==> src/rtl/cskipa_pipe_if.sv <==
// Operand/result handshake bundle for the pipelined carry-skip adder.
// master drives operands and consumes results; slave is the adder.
interface cskipa_pipe_if #(
   parameter int WIDTH = 16
);
   logic             in_valid;
   logic             in_ready;
   logic [WIDTH-1:0] in0;
   logic [WIDTH-1:0] in1;
   logic             cin;
   logic             out_valid;
   logic             out_ready;
   logic [WIDTH:0]   out0;

   modport master (
      output in_valid, in0, in1, cin, out_ready,
      input  in_ready, out_valid, out0
   );

   modport slave (
      input  in_valid, in0, in1, cin, out_ready,
      output in_ready, out_valid, out0
   );
endinterface

==> src/rtl/cskipa_pipe.sv <==
// Pipelined carry-skip adder: WIDTH bits in BLOCK-bit skip blocks,
// spread over STAGES registers, optional OR-approximated low bits.
module cskipa_pipe #(
   parameter int WIDTH      = 16,
   parameter int BLOCK      = 4,
   parameter int STAGES     = 2,
   parameter int APPROX_LSB = 0
) (
   input logic         clk,
   input logic         rst_n,
   cskipa_pipe_if.slave bus
);
   localparam int NB = WIDTH / BLOCK;

   logic [WIDTH-1:0] a_q [STAGES];
   logic [WIDTH-1:0] b_q [STAGES];
   logic [WIDTH-1:0] s_q [STAGES];
   logic             c_q [STAGES];
   logic             v_q [STAGES];

   logic [WIDTH-1:0] a_d [STAGES];
   logic [WIDTH-1:0] b_d [STAGES];
   logic [WIDTH-1:0] s_d [STAGES];
   logic             c_d [STAGES];
   logic             v_d [STAGES];

   logic adv;

   assign adv = !v_q[STAGES-1] || bus.out_ready;

   assign bus.in_ready  = adv;
   assign bus.out_valid = v_q[STAGES-1];
   assign bus.out0      = {c_q[STAGES-1], s_q[STAGES-1]};

   // Operands are fully consumed by the last stage.
   logic unused_ops;
   assign unused_ops = ^{a_q[STAGES-1], b_q[STAGES-1]};

   always_comb begin
      logic [WIDTH-1:0] sa, sb, s;
      logic             sc, sv, c, rc, allp, p, g, ex;
      int               i;
      sa   = '0;
      sb   = '0;
      s    = '0;
      sc   = 1'b0;
      sv   = 1'b0;
      c    = 1'b0;
      rc   = 1'b0;
      allp = 1'b0;
      p    = 1'b0;
      g    = 1'b0;
      ex   = 1'b0;
      i    = 0;
      for (int k = 0; k < STAGES; k++) begin
         if (k == 0) begin
            sa = bus.in0;
            sb = bus.in1;
            s  = '0;
            sc = bus.cin;
            sv = bus.in_valid;
         end else begin
            sa = a_q[k-1];
            sb = b_q[k-1];
            s  = s_q[k-1];
            sc = c_q[k-1];
            sv = v_q[k-1];
         end
         c = sc;
         for (int j = k*NB/STAGES; j < (k+1)*NB/STAGES; j++) begin
            rc   = c;
            allp = 1'b1;
            for (int t = 0; t < BLOCK; t++) begin
               i  = j*BLOCK + t;
               ex = (i >= APPROX_LSB);
               // Approximate bits neither propagate nor generate.
               p    = (sa[i] ^ sb[i]) & ex;
               g    = sa[i] & sb[i] & ex;
               s[i] = ex ? (p ^ rc) : (sa[i] | sb[i]);
               rc   = g | (p & rc);
               allp = allp & p;
            end
            c = allp ? c : rc;
         end
         a_d[k] = sa;
         b_d[k] = sb;
         s_d[k] = s;
         c_d[k] = c;
         v_d[k] = sv;
      end
   end

   always_ff @(posedge clk or negedge rst_n) begin
      if (!rst_n) begin
         for (int k = 0; k < STAGES; k++) begin
            a_q[k] <= '0;
            b_q[k] <= '0;
            s_q[k] <= '0;
            c_q[k] <= 1'b0;
            v_q[k] <= 1'b0;
         end
      end else if (adv) begin
         for (int k = 0; k < STAGES; k++) begin
            a_q[k] <= a_d[k];
            b_q[k] <= b_d[k];
            s_q[k] <= s_d[k];
            c_q[k] <= c_d[k];
            v_q[k] <= v_d[k];
         end
      end
   end
endmodule

==> src/flat_wrapper.sv <==
// flat-port wrapper written by rule: the top's interface ports become plain ports
module cskipa_pipe_flat 
#(
   parameter int WIDTH      = 16,
   parameter int BLOCK      = 4,
   parameter int STAGES     = 2,
   parameter int APPROX_LSB = 0
)
  (clk, rst_n, bus_in_valid, bus_in0, bus_in1, bus_cin, bus_out_ready, bus_in_ready, bus_out_valid, bus_out0);
  cskipa_pipe_if #(.WIDTH(WIDTH)) bus_i ();
  input logic clk;
  input logic rst_n;
  input wire logic [$bits(bus_i.in_valid)-1:0] bus_in_valid;
  input wire logic [$bits(bus_i.in0)-1:0] bus_in0;
  input wire logic [$bits(bus_i.in1)-1:0] bus_in1;
  input wire logic [$bits(bus_i.cin)-1:0] bus_cin;
  input wire logic [$bits(bus_i.out_ready)-1:0] bus_out_ready;
  output wire logic [$bits(bus_i.in_ready)-1:0] bus_in_ready;
  output wire logic [$bits(bus_i.out_valid)-1:0] bus_out_valid;
  output wire logic [$bits(bus_i.out0)-1:0] bus_out0;
  assign bus_i.in_valid = bus_in_valid;
  assign bus_i.in0 = bus_in0;
  assign bus_i.in1 = bus_in1;
  assign bus_i.cin = bus_cin;
  assign bus_i.out_ready = bus_out_ready;
  assign bus_in_ready = bus_i.in_ready;
  assign bus_out_valid = bus_i.out_valid;
  assign bus_out0 = bus_i.out0;
  cskipa_pipe #(.WIDTH(WIDTH), .BLOCK(BLOCK), .STAGES(STAGES), .APPROX_LSB(APPROX_LSB)) u_core (.clk(clk), .rst_n(rst_n), .bus(bus_i));
endmodule
==> config.mk <==
export PLATFORM = sky130hd
export DESIGN_NAME = cskipa_pipe_flat
export DESIGN_NICKNAME = d
export VERILOG_FILES = /design/src/rtl/cskipa_pipe_if.sv /design/src/rtl/cskipa_pipe.sv /design/src/flat_wrapper.sv
export SDC_FILE = /design/constraint.sdc
export NUM_CORES = 1
export LEC_CHECK = 0
export BUFFER_PORTS_ARGS = -buffer_cell sky130_fd_sc_hd__buf_2
export CORE_MARGIN = 2
export CORE_UTILIZATION = 40
export CTS_CLUSTER_SIZE = 14
export DETAILED_ROUTE_END_ITERATION = 12
export PLACE_DENSITY = 0.69
export SLEW_MARGIN = 20
export SYNTH_ARGS = -nofsm -noshare
export SYNTH_HDL_FRONTEND = slang
export SYNTH_SLANG_ARGS = --single-unit
==> constraint.sdc <==
create_clock -name clk -period 4.25 [get_ports clk]
set_clock_uncertainty 0.05 [all_clocks]
set_input_delay 0.85 -clock clk [delete_from_list [all_inputs] [get_ports clk]]
set_output_delay 0.85 -clock clk [all_outputs]
set_load 0.05 [all_outputs]
==> results of run 1 <==
==> path summary, 6_finish.rpt <==
| path | start | endpoint | slack, ns | depth (start not counted) |
|---|---|---|---|---|
| worst max-delay path | bus_cin | u_core.s_d[7]$_DFFE_PN0P_ | 0.14 | 14 |
| worst min-delay path | u_core.bus.out0[4]$_DFFE_PN0P_ | u_core.bus.out0[4]$_DFFE_PN0P_ | 0.41 | 2 |
| worst min register to register | u_core.bus.out0[4]$_DFFE_PN0P_ | u_core.bus.out0[4]$_DFFE_PN0P_ | 0.41 | 2 |
| min in group asynchronous | rst_n | u_core.a_d[8]$_DFFE_PN0P_ | 0.65 | 1 |
| max in group asynchronous | rst_n | u_core.bus.out0[8]$_DFFE_PN0P_ | 2.92 | 1 |
| worst max register to register | u_core.b_d[8]$_DFFE_PN0P_ | u_core.bus.out0[15]$_DFFE_PN0P_ | 0.15 | 13 |
==> cell families (layout without fill, tap and decap cells) <==
| group | Yosys count | after routing | share of synthesized area |
|---|---|---|---|
| adders and majority gates | 32 | 32 | 0.227 |
| and+or+nand+nor | 115 | 115 | 0.198 |
| buffers and inverters | 25 | 88 | 0.0508 |
| DFF | 44 | 44 | 0.480 |
| AOI/OAI and AO/OA | 12 | 12 | 0.0306 |
| muxes | 2 | 2 | 0.0131 |
==> cell type report <==
type | count | area share
multi-input cells | 161 | 0.394
well taps | 72 | 0.0323
clock buffers | 8 | 0.0323
flip-flops and latches | 44 | 0.395
inverters | 15 | 0.0202
repair buffers | 65 | 0.126
==> cells in the final DEF, fill, tap and decap left out, types with 3 or more instances in the layout <==
cell and count:
a21oi_1 3, buf_2 55, buf_4 10, clkbuf_8 6, dfrtp_1 44, fa_1 9
fa_2 7, ha_1 16, inv_1 11, inv_2 4, nand2_1 103, nand4_1 4
nor2_1 4
==> per-layer routing <==
| metal | routed length [um] | up-vias | global-route usage |
|---|---|---|---|
| li1 | - | 825 | - |
| met1 | 1950 | 746 | 0.206 |
| met2 | 1950 | 31 | 0.239 |
| met3 | 252 | 6 | 0.0452 |
| met4 | 83 | 0 | 0.0621 |
| met5 | 0 | - | 0 |
==> synthesized netlist by cell type <==
master	count	area, um^2
dfrtp_1	44	1100
nor2b_1	1	6.26
o31a_1	2	17.5
nand4_1	4	25.0
nor2_1	4	15.0
nand2_1	103	387
buf_4	4	30.0
nor3b_1	2	15.0
mux2_4	2	30.0
inv_1	14	52.6
o21ai_1	2	10.0
o21ai_0	2	10.0
fa_1	16	320
a21oi_1	4	20.0
inv_2	1	3.75
a31oi_1	2	12.5
buf_2	6	30.0
ha_1	16	200
nand2b_1	1	6.26
==> per-stage QoR <==
stage          power (mW)  area, um^2  cells   util  hold WS, ns
3_3_place_gp         1.14        2670    356  0.485        0.390
6_report             1.41        2790    365  0.506        0.413
3_5_place_dp         1.16        2670    356  0.485        0.398
5_1_grt              1.52        2790    365  0.506        0.423
4_1_cts              1.43        2770    364  0.504        0.416
2_1_floorplan       0.998        2300    230      -        0.380
==> power by group through the flow <==
stage          clock, mW  combinational [mW]  sequential [mW]
3_5_place_dp           0               0.568            0.589
6_report           0.262               0.570            0.580
4_1_cts            0.274               0.573            0.581
3_3_place_gp           0               0.560            0.584
2_1_floorplan          0               0.210            0.787
5_1_grt            0.292               0.629            0.596
==> state kept, by name, summed over array words and instances, names as in the netlist <==
| signal | count |
|---|---|
| u_core.bus.out0 | 17 |
| u_core.a_d | 8 |
| u_core.b_d | 8 |
| u_core.s_d | 8 |
| u_core.bus.out_valid | 1 |
| u_core.c_q | 1 |
| u_core.v_d | 1 |
==> worst register-to-register path, stage by stage, from the launching register on <==
cell,delay (ns)
dfrtp_1,0.40
inv_2,0.07
fa_1,0.17
inv_1,0.06
fa_2,0.39
fa_2,0.40
fa_1,0.42
mux2_4,0.28
fa_2,0.41
fa_2,0.36
fa_1,0.43
inv_2,0.07
fa_1,0.40
a21oi_2,0.12
==> what timing repair did <==
item	CTS	global route
setup buffers	0	1
endpoints found under the hold margin	0	0
gates cloned	0	0
pin swaps	0	1
gates resized for setup	4	5
setup endpoints to repair	2	3
==> flow_summary_export.csv, run 1 <==
group,metric,value,unit
synthesis,syn-cell-area,0.00229,mm^2
placed_design,final_estimated_routing_congestion_in_global_placement,0.757,
timing,timing.final.ws_setup,0.138,ns
global_route,antenna_found_initial,0,
pwr,p_sw,0.590,mW
pwr,peakVddDrop,0.000201,V
route,detail_route.first_pass.iterations,4,
setup_path,worst_setup_path_start_kind,"input pin",
route,remaining_drc_errors,0,
route,wirelength,4240,um
clock_tree,worst_skew_pair.late_latency,0.29,ns
setup_path,crit_chain,"buf_2 > inv_1 > fa_1 > inv_1 > fa_1 > fa_2 > fa_1 > mux2_4 > fa_2 > fa_2 > fa_1 > inv_1 > fa_1 > a21oi_1",
route,num_vias,1608,
finish,area_delta_synth_final,21.6,%
placed_design,dp_hpwl,3210,um
finish,number_of_nets_at_the_end_of_the_flow,361,
synthesis,synth_sequential_area_ratio,0.480,
timing,final.setup.tns,0,ns
setup_path,worst_setup_path_end_kind,"register",
setup_path,worst_path_dominant_cell_family,"adder cells",
floorplan,std_cell_rows,27,
setup_path,critPathKind,"in2reg",
global_route,grt_max_degree,53,
clock_tree,cts.htree.levels,2,
finish,ff_latch_area,0.00110,mm^2
synthesis,synth-seq-cells,44,
route,drt_iter0_drc,95,
timing,period_minus_slack,4.11,ns
setup_path,worst-path-buf-inv,4,
timing,period_share,0.967,
route,antenna_violating_nets_post_route,0,
clock_tree,numClockSinks,44,
global_route,first_global_vias,1668,
hold_path,hold_class,"reg2reg",
pwr,power_frac_seq,0.411,
clock_tree,clock_tree.root_cell,"clkbuf_8",
timing,slew_viol_final,0,
clock_tree,cts-hold-fix-buffers,0,
setup_path,critical_path_arrival,4.28,ns
setup_path,worst-path-max-fanout,2,
setup_path,cp_data_required_time,4.42,ns
global_route,grt_pass1_wl,7530,um
synthesis,per_instance_average_area_after_synthesis,9.97,um^2
pwr,comb_power_share,0.404,
placed_design,placement.setup.worst_slack,-0.228,ns
clock_tree,tritoncts_clock_tree,"built",
clock_tree,max-clock-path-buffers,2,
pwr,clock_power_share,0.185,
pwr,power_density,507,mW/mm^2
floorplan,die_height,79.7,um
global_route,global_route.overflow_total,0,
route,via_density,4.41,
route,route.detailed.wl_per_inst,11.6,um
floorplan,dieWidth,79.7,um
finish,n_antenna_cell,0,
status,status,"finished, final reports clean",
timing,max_slew_margin,0.375,
setup_path,critPathMaxStageDelay,0.40,ns
timing,fmaxAchievable,243,MHz
finish,layout-drive-gt1-share,0.294,
global_route,grtUsageTotal,0.155,
finish,area_taken_by_multi_input_logic_gates,0.00110,mm^2
pwr,p_int,0.822,mW
pwr,p_leak,1.50,nW
floorplan,effective_utilization_at_floorplan,0.416,
timing,grt_setup_unrepaired,"false",
placed_design,numPortBuffers,55,
synthesis,netlist-cell-type-count,19,
timing,setup_viol_count_final,0,
clock_tree,clkTransAtPathRegs,0.08,ns
clock_tree,tritoncts_buffer_count,5,
synthesis,synth_warnings,0,
floorplan,floorplan.core_area,0.00551,mm^2
timing,worst_slew_pin_slew,0.938,ns
synthesis,synthesis.instances,230,
setup_path,cpMaxStageDelayCell,"fa_1",
floorplan,pin_count,56,
job,reported_max_cap_violation_count,0,
pwr,switching_share,0.418,
floorplan,die-area,0.00635,mm^2
finish,filler_cell_count_in_the_final_layout,548,
synthesis,synth.net_count,299,
timing,number_of_hold_violations_in_the_final_report,0,
setup_path,cp_common_cell,"fa_1",
(Power assumes the default switching activity.)
==> run 2, diff against run 1 <==
Clock period 4.25 ns to 3.5 ns, I/O delays scaled along.
==> run 2 against run 1 <==
Effect of this change:
- the flow now finishes with violations (negative setup slack)
- largest power group unchanged
- die area unchanged
- non-clock buffer count increased by 2
- register-to-register slack lost 0.37 ns
- hold slack is essentially flat
- first-iteration DRC count is 13% higher
- clock power is 12% higher
- power increased by 21%
- flip-flop and latch count stayed put
- sequential share of layout area is 0.90 points lower
- count of clock-buffer cells in the layout decreased by 2
- cell count is 0.27% higher
==> flow_summary_export.csv, run 2 (same netlist as run 1, synthesis figures left out) <==
group,metric,value,unit
global_route,antenna_found_initial,0,
global_route,grt_pass1_wl,7690,um
hold_path,hold_class,"reg2reg",
timing,worst_slew_pin_slew,0.957,ns
finish,area_delta_synth_final,24.4,%
placed_design,dp.cells,358,
finish,layout-drive-gt1-share,0.344,
finish,n_antenna_cell,0,
clock_tree,numClockSinks,44,
route,num_vias,1627,
setup_path,worst-path-max-fanout,2,
timing,slew_viol_final,0,
route,antenna_violating_nets_post_route,0,
floorplan,effective_utilization_at_floorplan,0.416,
floorplan,std_cell_rows,27,
placed_design,numPortBuffers,55,
clock_tree,worst_skew_pair.late_latency,0.29,ns
pwr,switching_share,0.425,
floorplan,floorplan.core_area,0.00551,mm^2
finish,filler_cell_count_in_the_final_layout,543,
finish,flip_flop_count_of_the_largest_register_after_layout,17,
finish,ff_latch_area,0.00110,mm^2
status,status,"finished, violations left",
setup_path,critical_path_arrival,4.02,ns
clock_tree,cts.htree.levels,2,
pwr,p_sw,0.724,mW
route,route.detailed.wl_per_inst,12.0,um
timing,period_minus_slack,3.85,ns
pwr,comb_power_share,0.412,
timing,grt_setup_unrepaired,"true",
setup_path,worst_setup_path_start_kind,"input pin",
global_route,grtUsageTotal,0.157,
timing,fmaxAchievable,260,MHz
clock_tree,tritoncts_buffer_count,5,
timing,setup_viol_count_final,5,
pwr,p_leak,1.51,nW
clock_tree,max-clock-path-buffers,2,
setup_path,critPathKind,"in2reg",
global_route,first_global_vias,1742,
timing,final.setup.tns,-0.940,ns
clock_tree,tritoncts_clock_tree,"built",
setup_path,cp_data_required_time,3.68,ns
global_route,global_route.overflow_total,0,
timing,number_of_hold_violations_in_the_final_report,0,
timing,max_slew_margin,0.362,
finish,area_taken_by_multi_input_logic_gates,0.00112,mm^2
pwr,peakVddDrop,0.000311,V
finish,mostFrequentLayoutCell,"nand2_1",
timing,timing.final.ws_setup,-0.346,ns
finish,post_route_core_utilization,0.518,
finish,number_of_nets_at_the_end_of_the_flow,363,
timing,period_share,1.10,
job,reported_max_cap_violation_count,0,
pwr,clock_power_share,0.172,
floorplan,die_height,79.7,um
pwr,power_frac_seq,0.415,
finish,most-common-layout-cells,"nand2_1, buf_2, dfrtp_1",
placed_design,final_estimated_routing_congestion_in_global_placement,0.763,
global_route,grt_max_degree,53,
finish,layoutNonFillerInstCount,366,
clock_tree,clock_tree.root_cell,"clkbuf_8",
route,via_density,4.45,
floorplan,pin_count,56,
placed_design,dp_hpwl,3310,um
route,remaining_drc_errors,0,
floorplan,dieWidth,79.7,um
route,drt_iter0_drc,107,
floorplan,die-area,0.00635,mm^2
status,violations,"negative setup slack",
clock_tree,clkTransAtPathRegs,0.08,ns
setup_path,worst_setup_path_end_kind,"register",
clock_tree,cts-hold-fix-buffers,0,
route,detail_route.first_pass.iterations,4,
route,wirelength,4410,um
pwr,power_density,598,mW/mm^2
pwr,p_int,0.982,mW
-- run 2: worst max-delay path, cell delays in order --
cell	delay, ns
buf_12	0.11
inv_12	0.04
fa_2	0.19
inv_2	0.04
fa_2	0.33
fa_2	0.35
fa_2	0.32
mux2_4	0.29
fa_2	0.35
fa_2	0.35
fa_2	0.34
inv_2	0.06
fa_2	0.43
a21oi_2	0.12
-- run 2: routing by layer --
metal,track usage,vias up,share of wire
met4,0.0621,0,0.021
met2,0.273,29,0.50
met5,0,-,0
met3,0.0351,7,0.038
met1,0.188,768,0.44
li1,-,823,-
-- run 2: repair_timing --
action / in CTS / in global routing
pin swaps: 1 / 2
cloned: 0 / 0
endpoints found under the setup margin: 5 / 6
resized for setup: 9 / 1
buffers inserted: 1 / 0
-- run 2: worst paths after layout --
path | from | to | slack (ns) | cells after the start
setup / recovery | bus_cin | u_core.s_d[7]$_DFFE_PN0P_ | -0.35 | 14
hold / removal | u_core.v_d[0]$_DFFE_PN0P_ | u_core.v_d[0]$_DFFE_PN0P_ | 0.41 | 2
setup reg to reg | u_core.b_d[8]$_DFFE_PN0P_ | u_core.bus.out0[15]$_DFFE_PN0P_ | -0.22 | 13
hold reg to reg | u_core.v_d[0]$_DFFE_PN0P_ | u_core.v_d[0]$_DFFE_PN0P_ | 0.41 | 2
max in group asynchronous | rst_n | u_core.bus.out0[4]$_DFFE_PN0P_ | 2.31 | 1
min in group asynchronous | rst_n | u_core.bus.out0[10]$_DFFE_PN0P_ | 0.50 | 1
-- run 2: stage by stage --
step | hold WS [ns] | setup slack, ns | total power, mW | instance area (um^2)
detailed placement | 0.399 | -0.705 | 1.42 | 2730
finish | 0.413 | -0.346 | 1.71 | 2850
global route | 0.434 | -0.421 | 1.83 | 2850
floorplan | 0.354 | -0.392 | 1.22 | 2340
CTS | 0.417 | -0.349 | 1.73 | 2850
global placement | 0.391 | -0.624 | 1.40 | 2730
-- run 2: layout make-up --
cell class              count  share of cell area
flip-flops and latches     44               0.386
multi-input cells         161               0.391
inverters                  15              0.0259
clock inverters             1             0.00176
well taps                  72              0.0316
repair buffers             67               0.138
clock buffers               6              0.0254
-- run 2: power by group through the flow --
stage | combinational (mW) | sequential (mW) | clock, mW
floorplan | 0.259 | 0.960 | 0
global placement | 0.688 | 0.714 | 0
detailed placement | 0.703 | 0.720 | 0
CTS | 0.713 | 0.711 | 0.302
global route | 0.781 | 0.728 | 0.324
finish | 0.704 | 0.708 | 0.294
